`config.mk`:
```
export PLATFORM = sky130hd
export DESIGN_NAME = data_bucket_multi_flat
export DESIGN_NICKNAME = d
export VERILOG_FILES = /design/src/rtl/noc_pkt_pkg.sv /design/src/rtl/data_bucket_multi_if.sv /design/src/rtl/data_bucket_lane.sv /design/src/rtl/data_bucket_multi.sv /design/src/flat_wrapper.sv
export SDC_FILE = /design/constraint.sdc
export NUM_CORES = 1
export LEC_CHECK = 0
export CORE_MARGIN = 2
export CORE_UTILIZATION = 38
export CTS_BUF_LIST = sky130_fd_sc_hd__clkbuf_2 sky130_fd_sc_hd__clkbuf_4 sky130_fd_sc_hd__clkbuf_8
export DETAILED_ROUTE_END_ITERATION = 6
export PLACE_DENSITY = 0.85
export RECOVER_POWER = 100
export SYNTH_ARGS = -nofsm -noshare
export SYNTH_HDL_FRONTEND = slang
export SYNTH_HIERARCHICAL = 1
export SYNTH_SLANG_ARGS = --single-unit
```
`constraint.sdc`:
```
create_clock -name clk -period 3.37 [get_ports clk]
set_input_delay 0.5055 -clock clk [delete_from_list [all_inputs] [get_ports clk]]
set_output_delay 0.5055 -clock clk [all_outputs]
set_load 0.05 [all_outputs]
```
`src/rtl/noc_pkt_pkg.sv`:
```
// Shared packet helpers for the NoC test environment.
// Holds default packet geometry, the lane FSM state type, field extraction
// functions (destination, payload) and a saturating adder used by all counters.
package noc_pkt_pkg;

    localparam int unsigned DefDwidth = 8;
    localparam int unsigned DefPwidth = 47;
    localparam int unsigned DefAwidth = 4;

    // Widest packet the helpers accept; narrower packets are zero-extended.
    localparam int unsigned MaxPwidth = 256;

    typedef logic [MaxPwidth-1:0] pkt_bus_t;

    typedef enum logic [0:0] {StReady, StWait} lane_state_e;

    // Destination field lives in the top AWIDTH bits of the packet.
    function automatic logic [63:0] get_dest(input pkt_bus_t pkt, input int unsigned pwidth,
                                             input int unsigned awidth);
        pkt_bus_t sh;
        sh = pkt >> (pwidth - awidth);
        return sh[63:0] & ((64'd1 << awidth) - 64'd1);
    endfunction

    // Payload occupies the low DWIDTH bits of the packet.
    function automatic logic [63:0] get_payload(input pkt_bus_t pkt, input int unsigned dwidth);
        return pkt[63:0] & ((64'd1 << dwidth) - 64'd1);
    endfunction

    // a + inc, clamped to 2^width-1.
    function automatic logic [63:0] sat_add(input logic [63:0] a, input logic [63:0] inc,
                                            input int unsigned width);
        logic [64:0] sum;
        logic [64:0] max;
        max = (width >= 64) ? {1'b0, {64{1'b1}}} : ((65'd1 << width) - 65'd1);
        sum = {1'b0, a} + {1'b0, inc};
        return (sum > max) ? max[63:0] : sum[63:0];
    endfunction

endpackage

```
`src/rtl/data_bucket_multi_if.sv`:
```
// Packet handshake bundle for data_bucket_multi.
//   in_valid  : per-channel packet valid (master -> slave)
//   in_ready  : per-channel ready (slave -> master)
//   in_packet : channel i at bits [i*PWIDTH +: PWIDTH] (master -> slave)
interface data_bucket_multi_if #(
    parameter int unsigned NCH    = 4,
    parameter int unsigned PWIDTH = 47
);
    logic [NCH-1:0]        in_valid;
    logic [NCH-1:0]        in_ready;
    logic [NCH*PWIDTH-1:0] in_packet;

    modport master (output in_valid, output in_packet, input in_ready);
    modport slave  (input in_valid, input in_packet, output in_ready);
endinterface

```
`src/rtl/data_bucket_lane.sv`:
```
// One channel of the packet bucket: READY/WAIT FSM with a wait counter that
// models consumer latency, plus last payload and a saturating packet count.
//   clk, rst      : clock, synchronous active-high reset
//   clear_i       : zero pkt_count (handshake state untouched)
//   in_valid_i    : packet valid; in_ready_o : registered ready
//   in_packet_i   : packet, sampled only on accept
//   last_data_o   : payload of last accepted packet
//   pkt_count_o   : accepted packets, saturating
//   accept_o      : accept this cycle; mismatch_o : accept with foreign dest
module data_bucket_lane
    import noc_pkt_pkg::*;
#(
    parameter int unsigned DWIDTH  = DefDwidth,
    parameter int unsigned PWIDTH  = DefPwidth,
    parameter int unsigned AWIDTH  = DefAwidth,
    parameter int unsigned MY_ADDR = 0,
    parameter int unsigned BL      = 0,
    parameter int unsigned CWIDTH  = 16
) (
    input  logic              clk,
    input  logic              rst,
    input  logic              clear_i,
    input  logic              in_valid_i,
    output logic              in_ready_o,
    input  logic [PWIDTH-1:0] in_packet_i,
    output logic [DWIDTH-1:0] last_data_o,
    output logic [CWIDTH-1:0] pkt_count_o,
    output logic              accept_o,
    output logic              mismatch_o
);
    localparam int unsigned CntW = (BL > 0) ? $clog2(BL + 1) : 1;

    lane_state_e       state_q, state_d;
    logic [CntW-1:0]   cnt_q, cnt_d;
    logic              ready_q, ready_d;
    logic [DWIDTH-1:0] last_data_q, last_data_d;
    logic [CWIDTH-1:0] pkt_count_q, pkt_count_d;

    pkt_bus_t    pkt_ext;
    logic [63:0] dest;
    logic        accept;

    assign pkt_ext = pkt_bus_t'(in_packet_i);
    assign dest    = get_dest(pkt_ext, PWIDTH, AWIDTH);
    assign accept  = in_valid_i & ready_q;

    always_comb begin
        state_d     = state_q;
        cnt_d       = cnt_q;
        ready_d     = ready_q;
        last_data_d = accept ? DWIDTH'(get_payload(pkt_ext, DWIDTH)) : last_data_q;
        pkt_count_d = CWIDTH'(sat_add(clear_i ? 64'd0 : 64'(pkt_count_q), 64'(accept), CWIDTH));
        unique case (state_q)
            StReady: begin
                ready_d = 1'b1;
                if (accept && (BL > 0)) begin
                    state_d = StWait;
                    cnt_d   = CntW'(BL);
                    ready_d = 1'b0;
                end
            end
            StWait: begin
                // Ready is registered, so it rises the cycle after the count hits 1.
                if (cnt_q <= CntW'(1)) begin
                    state_d = StReady;
                    ready_d = 1'b1;
                end else begin
                    cnt_d = cnt_q - CntW'(1);
                end
            end
            default: begin
                state_d = StReady;
                ready_d = 1'b0;
            end
        endcase
    end

    always_ff @(posedge clk) begin
        if (rst) begin
            state_q     <= StReady;
            cnt_q       <= '0;
            ready_q     <= 1'b0;
            last_data_q <= '0;
            pkt_count_q <= '0;
        end else begin
            state_q     <= state_d;
            cnt_q       <= cnt_d;
            ready_q     <= ready_d;
            last_data_q <= last_data_d;
            pkt_count_q <= pkt_count_d;
        end
    end

    assign in_ready_o  = ready_q;
    assign last_data_o = last_data_q;
    assign pkt_count_o = pkt_count_q;
    assign accept_o    = accept;
    assign mismatch_o  = accept && (dest != 64'(MY_ADDR));

endmodule

```
`src/rtl/data_bucket_multi.sv`:
```
// Multi-channel packet sink for NoC tests: NCH lanes, each with programmable
// bucket latency BL, plus aggregate total/misroute counters and a sticky
// misroute flag. All counters saturate at 2^CWIDTH-1.
//   clk, rst    : clock, synchronous active-high reset
//   clear       : zero counters and err_flag; handshake state untouched
//   bus         : slave side of the valid/ready/packet bundle
//   last_data   : per-lane last accepted payload
//   pkt_count   : per-lane accepted count
//   total_count : accepts across all lanes
//   err_count   : accepts with dest != MY_ADDR; err_flag : sticky misroute
// Define DATA_BUCKET_TRACE_EN to print a line per accept (simulation only).
module data_bucket_multi
    import noc_pkt_pkg::*;
#(
    parameter int unsigned NCH     = 4,
    parameter int unsigned DWIDTH  = DefDwidth,
    parameter int unsigned PWIDTH  = DefPwidth,
    parameter int unsigned AWIDTH  = DefAwidth,
    parameter int unsigned MY_ADDR = 0,
    parameter int unsigned BL      = 0,
    parameter int unsigned CWIDTH  = 16
) (
    input  logic                   clk,
    input  logic                   rst,
    input  logic                   clear,
    data_bucket_multi_if.slave     bus,
    output logic [NCH*DWIDTH-1:0]  last_data,
    output logic [NCH*CWIDTH-1:0]  pkt_count,
    output logic [CWIDTH-1:0]      total_count,
    output logic [CWIDTH-1:0]      err_count,
    output logic                   err_flag
);
    localparam int unsigned SumW = $clog2(NCH + 1);

    logic [NCH-1:0]    accept;
    logic [NCH-1:0]    mismatch;
    logic [SumW-1:0]   n_acc, n_err;
    logic [CWIDTH-1:0] total_count_q, total_count_d;
    logic [CWIDTH-1:0] err_count_q, err_count_d;
    logic              err_flag_q, err_flag_d;

    for (genvar i = 0; i < NCH; i++) begin : g_lane
        data_bucket_lane #(
            .DWIDTH  (DWIDTH),
            .PWIDTH  (PWIDTH),
            .AWIDTH  (AWIDTH),
            .MY_ADDR (MY_ADDR),
            .BL      (BL),
            .CWIDTH  (CWIDTH)
        ) u_lane (
            .clk         (clk),
            .rst         (rst),
            .clear_i     (clear),
            .in_valid_i  (bus.in_valid[i]),
            .in_ready_o  (bus.in_ready[i]),
            .in_packet_i (bus.in_packet[i*PWIDTH +: PWIDTH]),
            .last_data_o (last_data[i*DWIDTH +: DWIDTH]),
            .pkt_count_o (pkt_count[i*CWIDTH +: CWIDTH]),
            .accept_o    (accept[i]),
            .mismatch_o  (mismatch[i])
        );
    end

    always_comb begin
        n_acc = '0;
        n_err = '0;
        for (int i = 0; i < NCH; i++) begin
            n_acc = n_acc + SumW'(accept[i]);
            n_err = n_err + SumW'(mismatch[i]);
        end
        // On clear, this cycle's increments apply on top of zero.
        total_count_d = CWIDTH'(sat_add(clear ? 64'd0 : 64'(total_count_q), 64'(n_acc), CWIDTH));
        err_count_d   = CWIDTH'(sat_add(clear ? 64'd0 : 64'(err_count_q), 64'(n_err), CWIDTH));
        err_flag_d    = (err_flag_q & ~clear) | (|mismatch);
    end

    always_ff @(posedge clk) begin
        if (rst) begin
            total_count_q <= '0;
            err_count_q   <= '0;
            err_flag_q    <= 1'b0;
        end else begin
            total_count_q <= total_count_d;
            err_count_q   <= err_count_d;
            err_flag_q    <= err_flag_d;
        end
    end

    assign total_count = total_count_q;
    assign err_count   = err_count_q;
    assign err_flag    = err_flag_q;

`ifdef DATA_BUCKET_TRACE_EN
    always @(posedge clk) begin
        if (!rst) begin
            for (int i = 0; i < NCH; i++) begin
                if (accept[i]) begin
                    $display("%m lane %0d data %0h dest %0h t=%0t", i,
                             get_payload(pkt_bus_t'(bus.in_packet[i*PWIDTH +: PWIDTH]), DWIDTH),
                             get_dest(pkt_bus_t'(bus.in_packet[i*PWIDTH +: PWIDTH]),
                                      PWIDTH, AWIDTH), $realtime);
                    if (mismatch[i]) begin
                        $display("%m ERROR lane %0d misrouted packet (expected dest %0h) t=%0t",
                                 i, MY_ADDR, $realtime);
                    end
                end
            end
        end
    end
`endif

endmodule

```
`src/flat_wrapper.sv`:
```
// flat-port wrapper written by rule: the top's interface ports become plain ports
module data_bucket_multi_flat import noc_pkt_pkg::*;
#(
    parameter int unsigned NCH     = 4,
    parameter int unsigned DWIDTH  = DefDwidth,
    parameter int unsigned PWIDTH  = DefPwidth,
    parameter int unsigned AWIDTH  = DefAwidth,
    parameter int unsigned MY_ADDR = 0,
    parameter int unsigned BL      = 0,
    parameter int unsigned CWIDTH  = 16
)
  (clk, rst, clear, last_data, pkt_count, total_count, err_count, err_flag, bus_in_valid, bus_in_packet, bus_in_ready);
  data_bucket_multi_if #(.NCH(NCH), .PWIDTH(PWIDTH)) bus_i ();
  input  logic clk;
  input  logic rst;
  input  logic clear;
  output logic [NCH*DWIDTH-1:0] last_data;
  output logic [NCH*CWIDTH-1:0] pkt_count;
  output logic [CWIDTH-1:0] total_count;
  output logic [CWIDTH-1:0] err_count;
  output logic err_flag;
  input wire logic [$bits(bus_i.in_valid)-1:0] bus_in_valid;
  input wire logic [$bits(bus_i.in_packet)-1:0] bus_in_packet;
  output wire logic [$bits(bus_i.in_ready)-1:0] bus_in_ready;
  assign bus_i.in_valid = bus_in_valid;
  assign bus_i.in_packet = bus_in_packet;
  assign bus_in_ready = bus_i.in_ready;
  data_bucket_multi #(.NCH(NCH), .DWIDTH(DWIDTH), .PWIDTH(PWIDTH), .AWIDTH(AWIDTH), .MY_ADDR(MY_ADDR), .BL(BL), .CWIDTH(CWIDTH)) u_core (.clk(clk), .rst(rst), .clear(clear), .bus(bus_i), .last_data(last_data), .pkt_count(pkt_count), .total_count(total_count), .err_count(err_count), .err_flag(err_flag));
endmodule
```
==> results.cfg <==
[placement]
placed_area_um2 = 8800
gp_routability_congestion = 0.838
port_buffers = 187
hpwlAfterDp_um = 13400
dp_slack_ns = -0.509

[die]
pin_count = 328
die_w_um = 135
die_area_um2 = 18300
core_region_area_um2 = 16700
fp-row-count = 47
start_util = 0.391
die_h_um = 135

[critical_path]
endpoint_kind = register
r2r_end = u_core/total_count[8]$_SDFF_PP0_
reg2regPathDepth = 10
critPathRequiredTime_ns = 3.69
worstPathMaxFanout = 4
cp-startpoint = bus_in_valid[0]
rrSetupSlack_ns = 0.35
rr_startpoint = u_core/g_lane[0].u_lane/in_ready_o$_SDFF_PP0_
critPathArrivalTime_ns = 3.52
crit_end = u_core/total_count[8]$_SDFF_PP0_
start_kind = primary input
path_class = primary input to register

[timing]
fin_crit_ns = 3.20
tightest_slew_ns = 0.932
fin_crit_sh = 0.951
rsz0062_at_grt = no
hold_viol = 0
max_freq_ghz = 0.312
setup_viol = 0
worst_slack_ns = 0.165
maxSlewHeadroom = 0.379
fin_skew_ns = 0.00947
slew_violations = 0

[yosys]
synth-warning-count = 6
synth_edf_count = 0
mappedNetlistNets = 975
syn_inst = 763
netlist_area_um2 = 6540
avgSynthCellArea_um2 = 8.57
yosys_register_bits = 133
seq_area_frac_synth = 0.407
synth_cell_types = 64
synthFlopType = dfxtp_1
synth-async-reset-ratio = 0

[clock_network]
clk_path_buf_depth = 2
insertion_delay_ns = 0.44
cts.htree.levels = 4
cts_buffers = 17
cts_tree = built
cts_sinks = 133
root_buffer = clkbuf_8
clkTransAtPathRegs_ns = 0.08

[hold_path]
worst_hold_path.num_cells = 2
hold_path.class = primary input to register

[global_routing]
grt_max_degree = 94
grt_pass1_wl_um = 29700
first_global_vias = 6050
antenna_found_initial = 1
grt_usage = 0.204
overflow = 0

[final_layout]
post-route-util = 0.549
n_fill_cell = 1527
postLayoutCellArea_um2 = 9170
drive_above_1_share = 0.0967
final_common_cell = dlygate4sd3_1
final_cell_mix = 135 x dlygate4sd3_1, 133 x dfxtp_1, 98 x nand2_1, 88 x a21oi_1, 50 x clkdlybuf4s50_1
seq_area_um2 = 2660
num-nets-final = 1181
multi_input_area_um2 = 3620
diodes = 0
area_delta_synth_final_pct = 40.3

[drt]
wire_per_inst_um = 15.4
num_vias = 6329
drc = 0
routed_wl_um = 18500
via_per_inst = 5.27
drt_iter0_drc = 327
ant_nets = 0
drtPass1Iterations = 5

[power_and_ir_drop]
cellPowerDensity_nw_per_um2 = 378
power_mw = 3.46
p_leak_nw = 3.58
peakVddDrop_mv = 0.275

[flow_run]
drv_cap = 0

[status]
status = completed
==> through the flow <==
stage               std cells  setup TNS, ns  hold WS (ns)
floorplan                 763              0         0.642
global route             1202              0         0.413
finish                   1202              0         0.417
detailed placement       1170         -10.19         0.447
global placement         1170          -9.13         0.440
CTS                      1202              0         0.390
==> final cells by class <==
cell class | count | share of cell area
Timing Repair Buffer | 216 | 0.225
Clock buffer | 22 | 0.0316
Clock inverter | 10 | 0.0139
Multi-Input combinational cell | 565 | 0.394
Sequential cell | 133 | 0.290
Tap cell | 220 | 0.0300
Inverter | 36 | 0.0147
==> sequential cells by signal, indices dropped and copies added, names as in the netlist <==
register	count
u_core/total_count	16
u_core/err_count	16
u_core/err_flag	1
u_core/g_lane.u_lane/last_data_o	32
u_core/g_lane.u_lane/pkt_count_o	64
u_core/g_lane.u_lane/in_ready_o	4
==> per-layer routing <==
metal	vias to the layer above	wire, um	GRT usage
met3	18	1540	0.0685
li1	3120	-	-
met2	209	8540	0.330
met4	2	244	0.0567
met1	2980	8120	0.259
met5	-	13	0
==> worst max-delay path, stage by stage <==
cell and delay [ns]:
clkdlybuf4s50_1 0.40, nand2_1 0.15, clkinv_1 0.14, fa_1 0.54, inv_1 0.06, fa_1 0.43, fa_1 0.48, nand2b_1 0.22
o31a_1 0.29, o21ai_0 0.21, a21oi_1 0.09
==> power by group <==
part | internal (mW) | total, mW | switching (mW)
Sequential | 1.60 | 1.63 | 0.0216
Clock | 0.800 | 1.41 | 0.613
Combinational | 0.164 | 0.425 | 0.260
==> cells in the mapped netlist (all sizes together) (2+ instances only) <==
master   count  area, um^2
a2111oi      2        25.0
a211oi       2        27.5
a21oi       91         474
a311oi       4        35.0
a31o         2        17.5
a31oi       17         113
a41o         5        50.1
and2         4        25.0
and2b        8        60.1
and3         6        37.5
and3b        4        35.0
and4         4        35.0
and4b        2        20.0
buf          3        30.0
clkbuf      26        97.6
clkinv       4        15.0
dfxtp      133        2660
fa           6         120
ha          11         138
inv         32         120
mux2i        8        80.1
nand2       98         368
nand2b      17         136
nand3       27         173
nand3b       8        72.6
nand4       16         106
nand4b       6        52.6
nor2        41         154
nor2b       20         125
nor3        17         106
nor3b       12        90.1
nor4        24         175
o2111ai      2        17.5
o21a         4        30.0
o21ai       22         110
o22ai        4        25.0
o31ai        4        30.0
or2          9        56.3
or3          9        57.6
or4          4        45.0
xnor2       36         315
xor2         4        35.0
==> worst min path at each step <==
stage | startpoint | to | slack [ns]
3_5_place_dp | u_core/g_lane[3].u_lane/last_data_o[5]$_SDFFE_PP0P_ | u_core/g_lane[3].u_lane/last_data_o[5]$_SDFFE_PP0P_ | 0.45
3_3_place_gp | u_core/g_lane[1].u_lane/last_data_o[3]$_SDFFE_PP0P_ | u_core/g_lane[1].u_lane/last_data_o[3]$_SDFFE_PP0P_ | 0.44
4_1_cts | rst | u_core/g_lane[2].u_lane/in_ready_o$_SDFF_PP0_ | 0.39
6_report | rst | u_core/g_lane[2].u_lane/in_ready_o$_SDFF_PP0_ | 0.42
2_1_floorplan | bus_in_packet[0] | u_core/g_lane[0].u_lane/last_data_o[0]$_SDFFE_PP0P_ | 0.64
5_1_grt | rst | u_core/g_lane[2].u_lane/in_ready_o$_SDFF_PP0_ | 0.41
==> cells by family after synthesis <==
kind of cell    after synthesis  share of synthesized area
simple gates                336                      0.295
compound gates              164                      0.152
flops                       133                      0.407
buf+inv                      65                     0.0402
xor+xnor                     40                     0.0536
fa+ha+maj                    17                     0.0394
mux                           8                     0.0122
==> what timing repair did <==
action	4_1_cts	5_1_grt
pin swaps	1	3
hold buffers	0	0
setup endpoints to repair	12	17
gates resized for setup	3	6
hold endpoints to repair	0	0
buffers inserted	0	0
cloned	0	0
Power figures use the tool's default switching activity.
